===== src/rtl/count_seq_sync.sv =====
// Two-flop synchronizer with synchronous active-high reset, used for count
// buses that arrive from another board or a pin header.
module count_seq_sync #(
  parameter int unsigned W = 9
) (
  input  logic         clk,
  input  logic         rst,
  input  logic [W-1:0] d_i,
  output logic [W-1:0] q_o
);

  logic [W-1:0] meta_q;
  logic [W-1:0] sync_q;

  always_ff @(posedge clk) begin
    if (rst) begin
      meta_q <= '0;
      sync_q <= '0;
    end else begin
      meta_q <= d_i;
      sync_q <= meta_q;
    end
  end

  assign q_o = sync_q;

endmodule


===== config.mk =====
export PLATFORM = sky130hd
export DESIGN_NAME = count_seq_sync
export DESIGN_NICKNAME = d
export VERILOG_FILES = /design/src/rtl/count_seq_sync.sv
export SDC_FILE = /design/constraint.sdc
export NUM_CORES = 1
export LEC_CHECK = 0
export ABC_AREA = 1
export CAP_MARGIN = 5
export CORE_AREA = 2 2 39 41
export CTS_CLUSTER_SIZE = 16
export DETAILED_ROUTE_END_ITERATION = 12
export DIE_AREA = 0 0 41 43
export HOLD_SLACK_MARGIN = 0.15
export PLACE_DENSITY_LB_ADDON = 0.12
export SLEW_MARGIN = 20
export SYNTH_ARGS = -nofsm -noshare
export SYNTH_HDL_FRONTEND = slang
export SYNTH_SLANG_ARGS = --single-unit

===== constraint.sdc =====
create_clock -name clk -period 1.07 [get_ports clk]
set_input_delay 0.2675 -clock clk [delete_from_list [all_inputs] [get_ports clk]]
set_output_delay 0.2675 -clock clk [all_outputs]
set_load 0.005 [all_outputs]

## Word level (Yosys, flattened, before mapping)

Index checks and enable logic that the tools add are counted.

| word-level totals | value |
|---|---|
| register bits after elaboration | 18 |
| input port bits | 11 |
| output and inout bits | 9 |
| word-level logic and storage cells | 2 |

## Longest topological paths before layout

| depth | value |
|---|---|
| depth after elaboration | 0 |
| mapped depth | 3 |

## Worst setup path after synthesis

OpenSTA, ideal clock, no wires.

| timing | value |
|---|---|
| kind | input to register |
| start point | input port rst |
| end point | register meta_q[0] |
| setup time | 0.064 ns |
| arrival | 0.579 ns |
| data required time | 1.006 ns |
| setup slack | 0.428 ns |
| stages | 3 |
| buffers on the path | 2 |
| cell sequence | buf_6 buf_8 nor2_1 |

RTL lines:

| element | RTL line | source |
|---|---|---|
| start, declared | 7 | `input logic rst,` |
| end signal, assigned | 20 | `meta_q <= d_i;` |
| end, declared | 12 | `logic [W-1:0] meta_q;` |

No word-level cell between the ends.

## Worst setup path after layout

| timing | value |
|---|---|
| start point | register sync_q[5] (netlist: q_o[5]) |
| end point | output port q_o[5] |

RTL lines:

| element | RTL line | source |
|---|---|---|
| start, declared | 13 | `logic [W-1:0] sync_q;` |
| start signal, assigned | 21 | `sync_q <= meta_q;` |
| end, declared | 9 | `output logic [W-1:0] q_o` |

No word-level cell between the ends.

==> results.cfg <==
[setup_path]
crit_fanout = 1
path_buf_inv = 1
r2r_setup_slack_ns = 0.59
timing.rr.start = meta_q[5]
ff2ff_path_depth = 2
worstPathCellList = buf_2
cp-end-kind = output port
worstSetupStartpointType = flip-flop
critPathRequiredTime_ns = 0.80
cp_top_family = flip-flops
slowest_stage = dfxtp_1
r2r_end = q_o[5]
cp_slowest_stage_delay_ns = 0.31
worstSetupPathType = reg -> out
worstPathArrival_ns = 0.71

[clocking]
cts_tree = yes
cts_sinks = 18
clockBufferDepth = 2
clk_pin_slew_ns = 0.10
insertion_delay_ns = 0.28
cts_max_level = 1
postCtsHoldBufs = 0
cts_made_buffers = 3
cts_root_buf = clkbuf_4
post_cts.repair.setup_buffers = 0

[hold_path]
min_to = q_o[3]
hold_path_depth = 2
hold_path_class = reg -> reg
hp-start = meta_q[3]

[routing]
wl_um = 642
drt-pass1-iter-count = 1
drc = 0
vias = 351
ant_nets = 0
avgRoutedWirePerCell_um = 6.76
drt_iter0_markers = 0
via_per_inst = 3.69

[timing]
rsz0062_at_grt = false
layout_min_cycle_time_ns = 0.973
max_clock_freq_ghz = 1.03
final-max-slew-violation-count = 0
fin_crit_sh_pct = 90.9
setup_slack_ns = 0.0971
hold_viol = 0
setup_violations = 0
timing_worst_slew_pin_value_ns = 0.102
slew_headroom_pct = 93.2
fin_skew_ns = 0.00632
whs_ns = 0.398

[flow_run]
cap_violations = 0

[synthesis]
syn-cell-area_um2 = 522
syn_inst = 56
ys_warn_count = 0
yosysSeqAreaShare_pct = 69.1
synth_cell_types = 5
synth_seq_cells = 18
syn-mean-instance-area_um2 = 9.32
synth_nets = 67

[status]
outcome = finished clean

[global_route]
grt_pass1_wl_um = 986
grt_pass1_vias = 285
overflow = 0
globalRouteTotalUtil_pct = 8.42
antenna_found_initial = 0
grt_max_degree = 11

[placement]
dpl_worst_slack_ns = -0.0158
dp_cells = 91
io_buffers = 19
dpl.hpwl_um = 474
place_congestion = 0.485

[final_layout]
area_growth_pct = 36.5
drive_above_1_share_pct = 19.0
fillers = 149
layout.nets = 91
n_antenna_cell = 0
final_cells = 95

[floorplanning]
dieArea_mm2 = 0.00176
coreArea_mm2 = 0.00138
initial_core_util_pct = 37.7
die_y_um = 43
ios = 20
rows = 14
die_w_um = 41

[power]
p_per_area_mw_per_mm2 = 1670
p_leak_nw = 0.373
ir_worst_vdd_mv = 0.774
state kept, by name, summed over array words and instances (netlist names):
signal / cells
meta_q: 9
q_o: 9
what timing repair did:
| action | in CTS | in global routing |
|---|---|---|
| setup endpoints to repair | 9 | 3 |
| endpoints found under the hold margin | 0 | 0 |
| gates resized for setup | 30 | 3 |
where the power goes:
group / internal, W / leakage, nW / switching (W) / total (W)
clock network: 0.000207 / 0.0210 / 0.000186 / 0.000393
logic: 0.0000560 / 0.203 / 0.0000333 / 0.0000892
registers: 0.000701 / 0.149 / 0.00000661 / 0.000708
cells in the mapped netlist, drive strengths merged:
master | number | share of area [%]
nor2 | 18 | 13
buf | 2 | 5.0
inv | 18 | 13
dfxtp | 18 | 69
worst max-delay path by stage:
stage           endpoint  cells past startpoint  startpoint  slack, ns
2_1_floorplan  meta_q[0]                      3         rst       0.43
3_3_place_gp   meta_q[8]                      3         rst      -0.02
3_5_place_dp      q_o[1]                      3         rst      -0.02
4_1_cts           q_o[4]                      1      q_o[4]      0.007
5_1_grt           q_o[0]                      1      q_o[0]       0.05
6_report          q_o[5]                      1      q_o[5]        0.1
cell families (layout without fill, tap and decap cells):
| kind of cell | Yosys count | count (layout) | share of synthesized area [%] |
|---|---|---|---|
| DFF | 18 | 18 | 69.1 |
| and+or+nand+nor | 18 | 18 | 12.9 |
| buffers and inverters | 20 | 43 | 18.0 |
routing by layer:
metal	vias up	global-route usage (%)	wire length [µm]
li1	194	-	-
met3	2	3.14	69
met2	12	11.3	271
met4	0	6.00	4
met1	143	10.6	297
met5	-	0	0
layout by cell type (no fill, tap or decap):
| cell | n |
|---|---|
| buf_2 | 6 |
| buf_4 | 2 |
| clkbuf_2 | 3 |
| clkbuf_4 | 3 |
| clkbuf_8 | 1 |
| clkdlybuf4s50_1 | 10 |
| dfxtp_1 | 18 |
| inv_1 | 18 |
| nor2_1 | 18 |
metrics by stage:
| stage | cell area [µm²] | setup TNS, ns | utilization (%) | total power, W |
|---|---|---|---|---|
| after detailed placement | 721 | -0.105 | 52.1 | 0.000827 |
| after floorplan | 522 | 0 | - | 0.000764 |
| after CTS | 727 | 0 | 52.5 | 0.00121 |
| after global placement | 721 | -0.143 | 52.1 | 0.000826 |
| final | 712 | 0 | 51.4 | 0.00119 |
| after global routing | 712 | 0 | 51.4 | 0.00125 |
area by class of cell:
type	instances	area, µm²	area share (%)
Inverter	18	67.6	9.49
Timing Repair Buffer	21	160	22.5
Sequential cell	18	360	50.6
Clock buffer	4	36.3	5.10
Multi-Input combinational cell	18	67.6	9.49
Tap cell	16	20.0	2.81
Note: power is estimated with default switching activity, not from simulation.
